$ cat src/rtl/common.sv
// Shared types and helpers for the flash boot loader.
package common;

  typedef enum logic [1:0] {LOAD, DRAIN, RUN} loader_state_t;

  // log2 of bytes per word: number of low address bits that must be zero.
  function automatic int word_offset(input int width);
    return $clog2(width / 8);
  endfunction

endpackage

$ cat src/rtl/sync_fifo.sv
// Small synchronous FIFO; head entry is read straight from storage so it
// only changes on clock edges.
module sync_fifo #(
  parameter int WIDTH = 8,
  parameter int DEPTH = 4
) (
  input  logic                       clk,
  input  logic                       rst,
  input  logic                       push,
  input  logic [WIDTH-1:0]           wdata,
  input  logic                       pop,
  output logic [WIDTH-1:0]           rdata,
  output logic                       full,
  output logic                       empty,
  output logic [$clog2(DEPTH):0]     count
);
  localparam int PW = $clog2(DEPTH);
  localparam int CW = PW + 1;

  logic [WIDTH-1:0] mem [DEPTH];
  logic [PW-1:0]    wr_ptr, rd_ptr;
  logic             push_ok, pop_ok;

  assign full    = (count == CW'(DEPTH));
  assign empty   = (count == '0);
  assign push_ok = push && !full;
  assign pop_ok  = pop && !empty;
  assign rdata   = mem[rd_ptr];

  always_ff @(posedge clk) begin
    if (!rst) begin
      wr_ptr <= '0;
      rd_ptr <= '0;
      count  <= '0;
      // Storage is cleared so the head reads as zero out of reset.
      for (int i = 0; i < DEPTH; i++) mem[i] <= '0;
    end else begin
      if (push_ok) begin
        mem[wr_ptr] <= wdata;
        wr_ptr      <= wr_ptr + PW'(1);
      end
      if (pop_ok) rd_ptr <= rd_ptr + PW'(1);
      count <= count + CW'(push_ok) - CW'(pop_ok);
    end
  end

endmodule

$ cat src/rtl/mem_loader.sv
// Boot loader: buffers host flash writes, retires them to core memory, and
// holds the core in reset until loading is done and the buffer has drained.
module mem_loader
  import common::*;
#(
  parameter int WIDTH      = 32,
  parameter int ADDR_WIDTH = 11,
  parameter int FIFO_DEPTH = 4
) (
  input  logic                  clk,
  input  logic                  rst,
  input  logic                  flash_en,
  input  logic                  flash_burst,
  input  logic [WIDTH-1:0]      flash_addr,
  input  logic [WIDTH-1:0]      flash_data,
  output logic                  flash_ready,
  input  logic                  flash_done,
  input  logic                  flash_reload,
  output logic                  mem_wr_en,
  input  logic                  mem_wr_ready,
  output logic [ADDR_WIDTH-1:0] mem_wr_addr,
  output logic [WIDTH-1:0]      mem_wr_data,
  output logic                  cpu_hold,
  output logic [ADDR_WIDTH-1:0] words_loaded,
  output logic                  err_overflow,
  output logic                  err_misaligned
);
  typedef struct packed {
    logic [ADDR_WIDTH-1:0] addr;
    logic [WIDTH-1:0]      data;
  } loader_entry_t;

  localparam int                    EW    = $bits(loader_entry_t);
  localparam int                    OFS   = word_offset(WIDTH);
  localparam logic [ADDR_WIDTH-1:0] STEP  = ADDR_WIDTH'(WIDTH / 8);
  localparam logic [ADDR_WIDTH-1:0] AMASK = ADDR_WIDTH'((1 << OFS) - 1);
  localparam logic [ADDR_WIDTH-1:0] WMAX  = '1;
  localparam int                    CW    = $clog2(FIFO_DEPTH) + 1;

  loader_state_t         state_q, state_d;
  logic [ADDR_WIDTH-1:0] base_q, res_addr;
  logic                  in_load, misaligned, push, pop, fifo_full, fifo_empty;
  logic [CW-1:0]         fifo_count;
  loader_entry_t         wr_entry, head;

  // Host address bits above the memory window are intentionally dropped.
  generate
    if (WIDTH > ADDR_WIDTH) begin : g_addr_hi
      logic unused_addr_hi;
      assign unused_addr_hi = ^flash_addr[WIDTH-1:ADDR_WIDTH];
    end
  endgenerate

  assign in_load    = (state_q == LOAD);
  assign res_addr   = flash_burst ? base_q + STEP : flash_addr[ADDR_WIDTH-1:0];
  assign misaligned = |(res_addr & AMASK);
  assign flash_ready = (fifo_count != CW'(FIFO_DEPTH));
  assign push       = in_load && flash_en && !fifo_full && !misaligned;
  assign pop        = mem_wr_en && mem_wr_ready;
  assign wr_entry   = '{addr: res_addr, data: flash_data};

  sync_fifo #(.WIDTH(EW), .DEPTH(FIFO_DEPTH)) u_fifo (
    .clk   (clk),
    .rst   (rst),
    .push  (push),
    .wdata (wr_entry),
    .pop   (pop),
    .rdata (head),
    .full  (fifo_full),
    .empty (fifo_empty),
    .count (fifo_count)
  );

  assign mem_wr_en   = !fifo_empty;
  assign mem_wr_addr = head.addr;
  assign mem_wr_data = head.data;
  assign cpu_hold    = (state_q != RUN);

  always_ff @(posedge clk) begin
    if (!rst) state_q <= LOAD;
    else      state_q <= state_d;
  end

  always_comb begin
    state_d = state_q;
    case (state_q)
      LOAD:    if (flash_done)   state_d = DRAIN;
      DRAIN:   if (fifo_empty)   state_d = RUN;
      RUN:     if (flash_reload) state_d = LOAD;
      default: state_d = LOAD;
    endcase
  end

  always_ff @(posedge clk) begin
    if (!rst) begin
      base_q         <= '0;
      words_loaded   <= '0;
      err_overflow   <= 1'b0;
      err_misaligned <= 1'b0;
    end else begin
      if (state_q == RUN && flash_reload) begin
        base_q       <= '0;
        words_loaded <= '0;
      end else begin
        // Base tracks every resolved address in LOAD, dropped or not.
        if (in_load && flash_en) base_q <= res_addr;
        if (pop && words_loaded != WMAX) words_loaded <= words_loaded + 1'b1;
      end
      if (in_load && flash_en && !flash_ready)              err_overflow   <= 1'b1;
      if (in_load && flash_en && flash_ready && misaligned) err_misaligned <= 1'b1;
    end
  end

endmodule
$ cat config.mk
export PLATFORM = sky130hd
export DESIGN_NAME = mem_loader
export DESIGN_NICKNAME = d
export VERILOG_FILES = /design/src/rtl/common.sv /design/src/rtl/sync_fifo.sv /design/src/rtl/mem_loader.sv
export SDC_FILE = /design/constraint.sdc
export NUM_CORES = 1
export LEC_CHECK = 0
export ABC_CLOCK_PERIOD_IN_PS = 6400
export BUFFER_PORTS_ARGS = -buffer_cell sky130_fd_sc_hd__buf_2
export CAP_MARGIN = 15
export CORE_ASPECT_RATIO = 0.9
export CORE_MARGIN = 2
export CORE_UTILIZATION = 57
export CTS_BUF_LIST = sky130_fd_sc_hd__clkbuf_8 sky130_fd_sc_hd__clkbuf_16
export CTS_CLUSTER_SIZE = 28
export DETAILED_ROUTE_END_ITERATION = 10
export GPL_TIMING_DRIVEN = 0
export PLACE_DENSITY = 0.79
export REMOVE_ABC_BUFFERS = 1
export SETUP_SLACK_MARGIN = 0.1
export SYNTH_ARGS = -nofsm -noshare
export SYNTH_HDL_FRONTEND = slang
export SYNTH_SLANG_ARGS = --single-unit
$ cat constraint.sdc
create_clock -name clk -period 6.4 [get_ports clk]
set_clock_uncertainty 0.15 [all_clocks]
set_input_delay 0.96 -clock clk [delete_from_list [all_inputs] [get_ports clk]]
set_output_delay 0.96 -clock clk [all_outputs]
set_load 0.05 [all_outputs]
**Word-level counts from Yosys, hierarchy flattened**

Memories as Yosys holds them, arrays and structs flattened. A register that Yosys moved wholly into a read port is not among the register bits.
Cells that the tools add are included.

- Bits in registers: 33
- Bits in writable memories: 172
- Bits of input ports: 71
- Output and inout port bits: 59
- Memories: 1

Memories:

| memory | words | bits a word | rd ports | clocked after Yosys merged registers in | wr ports | line | RTL |
|---|---|---|---|---|---|---|---|
| u_fifo.mem | 4 | 43 | 1 | 1 | 4 | sync_fifo.sv:20 | `logic [WIDTH-1:0] mem [DEPTH];` |

- $add $sub $neg: 6
- Eq/ne operators: 9
- Mux-type cells: 14
- Bitwise gates (word level): 1
- Reductions and logical operators: 21

Operators with widths:

| operator | count |
|---|---|
| $mux W43 | 1 |
| $reduce_or A43 Y1 | 1 |
| $mux W2 | 6 |
| $add A11 B1 Y11 const B | 1 |
| $add A11 B3 Y11 const B | 1 |
| $logic_and A1 B1 Y1 | 11 |
| $mux W11 | 1 |
| $ne A11 B11 Y1 const B | 1 |
| $ne A2 B2 Y1 const B | 3 |
| $pmux W2 S3 | 1 |
| $mux W1 | 5 |
| $add A2 B1 Y2 const B | 2 |
| $logic_not A1 Y1 | 4 |
| $reduce_or A2 Y1 | 2 |
| $add A3 B1 Y3 | 1 |
| $eq A3 B3 Y1 const B | 1 |
| $logic_not A3 Y1 | 1 |
| $ne A3 B3 Y1 const B | 1 |
| $reduce_and A3 Y1 | 1 |
| $sub A3 B1 Y3 | 1 |
| $eq A2 B1 Y1 const B | 1 |
| $eq A2 B2 Y1 const B | 1 |
| $logic_not A2 Y1 | 1 |
| $ne A2 B1 Y1 const B | 1 |
| $not A1 Y1 | 1 |

**Logic depth before layout (Yosys ltp)**

Gate-level depths: netlist of the first run.

- Word-level depth: 11
- Gate-level depth with buffers: 8

**Hierarchy**

A second synthesis of the first run with hierarchy kept.

- Cells, all modules: 648
- Area total of the unflattened synthesis: 9407.8 µm²

By module, submodules not included:

| module | instances | cells each | area each (µm²) | sequential area each (µm²) |
|---|---|---|---|---|
| sync_fifo | 1 | 464 | 7916.3 | 5345.1 |
| mem_loader | 1 | 184 | 1491.4 | 520.5 |

**Worst setup path after synthesis of the first run**

OpenSTA, ideal clock, no wires.

- Path type: input to register
- Start point: input port flash_addr[0]
- End point: memory u_fifo.mem[3][0] in the netlist's numbering, enable pin
- Setup time: 0.503 ns
- Arrival: 4.504 ns
- Path slack: 1.243 ns
- Stages on the path: 3
- Path buffers: 0
- Cells stage by stage: nor3_1 o2111ai_1 o21ai_0

RTL lines:

| item | line | RTL |
|---|---|---|
| from (decl) | mem_loader.sv:14 | `input logic [WIDTH-1:0] flash_addr,` |
| to (decl) | sync_fifo.sv:20 |  |

==> metrics.csv, run 1 <==
metric,value,unit
status,completed,
irDropWorstVdd,0.000288,V
dp.cells,932,
synth_cell_types,57,
rows,43,
avgRoutedWirePerCell,19.5,um
setup.worst_path.class,primary input to register,
drv_slew,0,
ys_async_sr_fraction,0,%
drt_iter0_markers,391,
num_io_pins,130,
synth_seq_cells,207,
min_to,err_misaligned$_SDFFE_PN0P_,
overflow,0,
hold_ws,0.325,ns
synth_top_cell_by_area,edfxtp_1,
grt_pass1_vias,5804,
cts_setup_buffers,0,
synth_cells,638,
synth_ff_type,edfxtp_1,
ant_nets,0,
hold_class,register to register,
cts_resized,0,
fmax,270,MHz
cp-start-kind,primary input,
worstReg2RegStart,state_q[1]$_SDFFE_PN0P_,
syn_avg_cell_area,14.3,sq um
antenna_cells,0,
clock-root-buffer,clkbuf_16,
place_area,10100,sq um
start_util,58.8,%
setup_viol,0,
required,6.44,ns
synthTopCellsByArea,"edfxtp_1 (57%), mux4_2 (11%), and2_1 (8.8%)",
worst_r2r_path_depth,5,
fp.dieH,124,um
cts_tree,done,
slew_headroom,38.5,%
hold_path.startpoint,err_misaligned$_SDFFE_PN0P_,
dr_total_vias,5655,
period_needed,3.70,ns
drive_gt1_share,28.2,%
postCtsHoldBufs,0,
cap_violations,0,
critPathMaxFanout,23,
die_area,17100,sq um
ys_warn_count,0,
hold_viol_final,0,
grt_max_degree,25,
globalRouteTotalUtil,23.0,%
rsz0062_at_grt,false,
clock_path_buffers,3,
rrSetupSlack,2.90,ns
die_x,137,um
io_buffers,108,
synth_top_area_share,56.5,%
crit_arrival,3.74,ns
multi_input_area,3150,sq um
grt_pass1_wl,29.8,mm
synth_commonest_cells,"edfxtp_1 (172), and2_1 (129), nor2_1 (55)",
seq_area_frac_synth,64.2,%
fin_setup_tns,0,ns
post-synth-top-count-cell,edfxtp_1,
final.fill_count,1089,
hold_depth,2,
insertion_delay,0.50,ns
cts.sinks,207,
place_ws,2.16,ns
r2r-end,u_fifo.mem[1][7]$_SDFFCE_PN0P_,
syn_to_final_growth,19.0,%
wl,19.0,mm
post-dp-hpwl,11.7,mm
final_net_count,829,
fin_cells,972,
dr.pass1.iters,4,
drcViolationCount,0,
synth_area,9140,sq um
synth_edf_count,172,
numCtsBuffers,22,
fin_crit_sh,57.9,%
power_density,385,nW/um^2
gp_congestion,0.857,
htreeDepth,1,
worst_pin_slew,0.920,ns
worstSetupEndpointType,register,
core_area,15500,sq um
clk_pin_slew_worst_paths,0.06,ns
viasPerCell,5.82,
setup_ws,2.70,ns
antenna_found_initial,1,
fin_area,10900,sq um
seq_area,5870,sq um
p_leak,0.00416,uW
## worst max path at each step
stage           startpoint                               to  cells past startpoint
6_report       flash_burst   u_fifo.mem[1][7]$_SDFFCE_PN0P_                      6
5_1_grt        flash_burst   u_fifo.mem[1][3]$_SDFFCE_PN0P_                      6
4_1_cts        flash_burst   u_fifo.mem[1][7]$_SDFFCE_PN0P_                      6
3_5_place_dp   flash_burst  u_fifo.mem[1][21]$_SDFFCE_PN0P_                      6
3_3_place_gp      flash_en       u_fifo.mem[3][0]$_DFFE_PP_                      4
2_1_floorplan     flash_en       u_fifo.mem[3][0]$_DFFE_PP_                      3
## layer usage
layer	routed length, um	global-route usage, %
met3	947	3.50
met2	10100	41.8
met4	317	5.67
met1	7590	29.1
met5	11	0
## cells by family after synthesis
logic type	share of synthesized area, %
AOI/OAI and AO/OA	4.34
xor gates and xnor gates	0.958
adders and majority gates	0.630
buffers and inverters	1.94
DFF	64.2
muxes	11.0
other	0.0410
and+or+nand+nor	16.9
## state kept, by name (all words and copies together), names as in the netlist, named ones only
signal,cells
base_q,11
u_fifo.count,3
err_overflow,1
u_fifo.wr_ptr,2
err_misaligned,1
u_fifo.mem,172
words_loaded,11
state_q,2
u_fifo.rd_ptr,2
## critical path: stages
cell	delay, ns
buf_2	0.34
or3b_1	0.45
a2111oi_4	0.76
nand3_2	0.34
nand2_2	0.60
buf_12	0.27
## layout by cell type, fill, tap and decap left out, types with 5 or more instances in the layout
cell and n:
nand3_1 10, clkbuf_16 24, conb_1 8, o21ai_0 13, dfxtp_1 33, xor2_1 5
nor2_1 54, a21oi_1 12, nand4_1 5, mux4_2 43, and2_1 129, buf_2 108
edfxtp_1 172, xnor2_1 5, o211ai_1 5, buf_12 6, nor3_1 7, nand2_1 18
inv_1 12, or3_1 6
## where the power goes
part           switching [uW]  internal (uW)  total (uW)  leakage (uW)
registers                 113           1580        1690       0.00206
logic                     736            382        1120       0.00169
clock network             503            872        1370      0.000407
total                    1350           2830        4180       0.00416
## final cells by class
class                           count  area share (%)
Clock buffer                       27            5.90
Clock inverter                     13            1.52
Inverter                            9           0.311
Timing Repair Buffer              120            7.03
Multi-Input combinational cell    394            29.0
Tap cell                          202            2.32
Sequential cell                   207            54.0
## metrics by stage
stage | utilization, % | total power [uW]
after floorplan | - | 2550
after global placement | 63.1 | 2810
after detailed placement | 64.8 | 2850
after CTS | 70.0 | 4210
after global routing | 70.0 | 4340
final | 70.0 | 4180
No activity file was read; power rests on OpenSTA's default activity.
==> inputs of run 2 (changes only) <==
--- a/config.mk
+++ b/config.mk
@@ -5,7 +5,7 @@
 export SDC_FILE = /design/constraint.sdc
 export NUM_CORES = 1
 export LEC_CHECK = 0
-export ABC_CLOCK_PERIOD_IN_PS = 6400
+export ABC_CLOCK_PERIOD_IN_PS = 3700
 export BUFFER_PORTS_ARGS = -buffer_cell sky130_fd_sc_hd__buf_2
 export CAP_MARGIN = 15
 export CORE_ASPECT_RATIO = 0.9
==> constraint.sdc (replaced) <==
create_clock -name clk -period 3.7 [get_ports clk]
set_clock_uncertainty 0.15 [all_clocks]
set_input_delay 0.555 -clock clk [delete_from_list [all_inputs] [get_ports clk]]
set_output_delay 0.555 -clock clk [all_outputs]
set_load 0.05 [all_outputs]
==> run 2 against run 1 <==
  * Clock power is 74% higher
  * Global-route usage stayed put
  * Largest power group unchanged
  * Sequential share of layout area stayed put
  * Core utilization stayed put
  * Die area stayed put
  * Worst setup slack worse by 2.4 ns
  * Critical endpoint is now u_fifo.mem[1][15]$_SDFFCE_PN0P_
  * Sequential power is 73% higher
==> metrics.csv, run 2 (synthesis gave the netlist of run 1 again) <==
metric,value,unit
status,completed,
top_register,u_fifo.mem,
cts_setup_buffers,0,
insertion_delay,0.50,ns
final_cell_mix,"edfxtp_1 (172), and2_1 (129), buf_2 (108)",
clock_path_buffers,3,
slew_headroom,37.7,%
critPathMaxFanout,23,
rows,43,
dr.pass1.iters,5,
hold_path.startpoint,flash_addr[1],
dr_total_vias,5677,
largest_reg_flops,172,
fin_cells,972,
start_util,58.8,%
die_x,137,um
cpPeakStageDelay,0.79,ns
hold_viol_final,0,
core_area,15500,sq um
reg_top3,"u_fifo.mem (172), base_q (11), words_loaded (11)",
gp_congestion,0.857,
ant_nets,0,
layout_commonest_cell,edfxtp_1,
numCtsBuffers,22,
fin_setup_tns,0,ns
min_to,base_q[1]$_SDFFE_PP0N_,
power.total,7240,uW
final.fill_count,1089,
overflow,0,
cts.sinks,207,
final_net_count,829,
required,3.74,ns
fmax,290,MHz
syn_to_final_growth,19.0,%
dp.cells,932,
antenna_found_initial,1,
die_area,17100,sq um
antenna_cells,0,
hold_depth,3,
avgRoutedWirePerCell,19.4,um
drive_gt1_share,28.2,%
period_needed,3.45,ns
fp.dieH,124,um
globalRouteTotalUtil,23.0,%
worst_pin_slew,0.931,ns
viasPerCell,5.84,
irDropWorstVdd,0.000498,V
wl,18.9,mm
rrSetupSlack,0.25,ns
grt_pass1_wl,29.8,mm
worstReg2RegStart,state_q[1]$_SDFFE_PN0P_,
setup.worst_path.class,register to register,
drv_slew,0,
cap_violations,0,
p_leak,0.00416,uW
fin_crit_sh,93.3,%
cp-start-kind,register,
critPathSlowestCell,a2111oi_4,
num_io_pins,130,
final_core_util,70.0,%
grt_pass1_vias,5804,
cts_resized,0,
worstSetupEndpointType,register,
hold_class,primary input to register,
drt_iter0_markers,385,
clk_pin_slew_worst_paths,0.06,ns
crit_chain,or3b_1 > a2111oi_4 > nand3_2 > nand2_2 > buf_12,
rsz0062_at_grt,false,
grt_max_degree,25,
worst_r2r_path_depth,5,
power_density,665,nW/um^2
drcViolationCount,0,
cts_tree,done,
post-dp-hpwl,11.7,mm
r2r-end,u_fifo.mem[1][15]$_SDFFCE_PN0P_,
postCtsHoldBufs,0,
setup_viol,0,
io_buffers,108,
crit_arrival,3.49,ns
clock-root-buffer,clkbuf_16,
htreeDepth,1,
## run 2: cell counts in the layout (fill, tap and decap cells not counted)
Identical to the previous run, type by type.
## run 2: worst max-delay path by stage
stage	from	end	cells past startpoint
floorplan	u_fifo.count[1]$_SDFF_PN0_	u_fifo.mem[3][0]$_DFFE_PP_	4
global placement	flash_en	u_fifo.mem[3][0]$_DFFE_PP_	4
detailed placement	flash_burst	u_fifo.mem[1][21]$_SDFFCE_PN0P_	6
CTS	state_q[1]$_SDFFE_PN0P_	u_fifo.mem[1][7]$_SDFFCE_PN0P_	5
global route	state_q[0]$_SDFFE_PN0P_	u_fifo.mem[0][3]$_SDFFCE_PN0P_	5
finish	state_q[1]$_SDFFE_PN0P_	u_fifo.mem[1][15]$_SDFFCE_PN0P_	5
## run 2: routing by layer
layer | track usage (%) | wire (um) | up-vias
li1 | - | - | 2607
met1 | 29.1 | 7620 | 2860
met2 | 41.8 | 10000 | 177
met3 | 3.50 | 909 | 31
met4 | 5.67 | 317 | 2
met5 | 0 | 11 | -
## run 2: area by class of cell
| class | instances | area (sq um) | share of cell area, % |
|---|---|---|---|
| Clock inverter | 13 | 165 | 1.52 |
| Sequential cell | 207 | 5870 | 54.0 |
| Timing Repair Buffer | 120 | 764 | 7.03 |
| Inverter | 9 | 33.8 | 0.311 |
| Tap cell | 202 | 253 | 2.32 |
| Multi-Input combinational cell | 394 | 3150 | 29.0 |
| Clock buffer | 27 | 642 | 5.90 |
## run 2: where the power goes
group / internal, uW / switching, uW
Sequential: 2730 / 196
Combinational: 662 / 1270
Clock: 1510 / 870
Total: 4900 / 2340
## run 2: worst max-delay path: cells and delay by family, from the launching register on
family	cells	cell delay [ns]
AO/OA/AOI/OAI	1	0.79
buffers and inverters	1	0.27
AND/OR/NAND/NOR	3	1.55
flip-flops	1	0.37
## run 2: per-stage QoR
stage	setup slack (ns)	instance area (sq um)	hold slack, ns
floorplan	-1.21	9020	0.318
CTS	0.180	10900	0.177
detailed placement	-0.132	10100	0.313
finish	0.249	10900	0.194
global placement	-3.96	9810	0.305
global route	0.114	10900	0.203
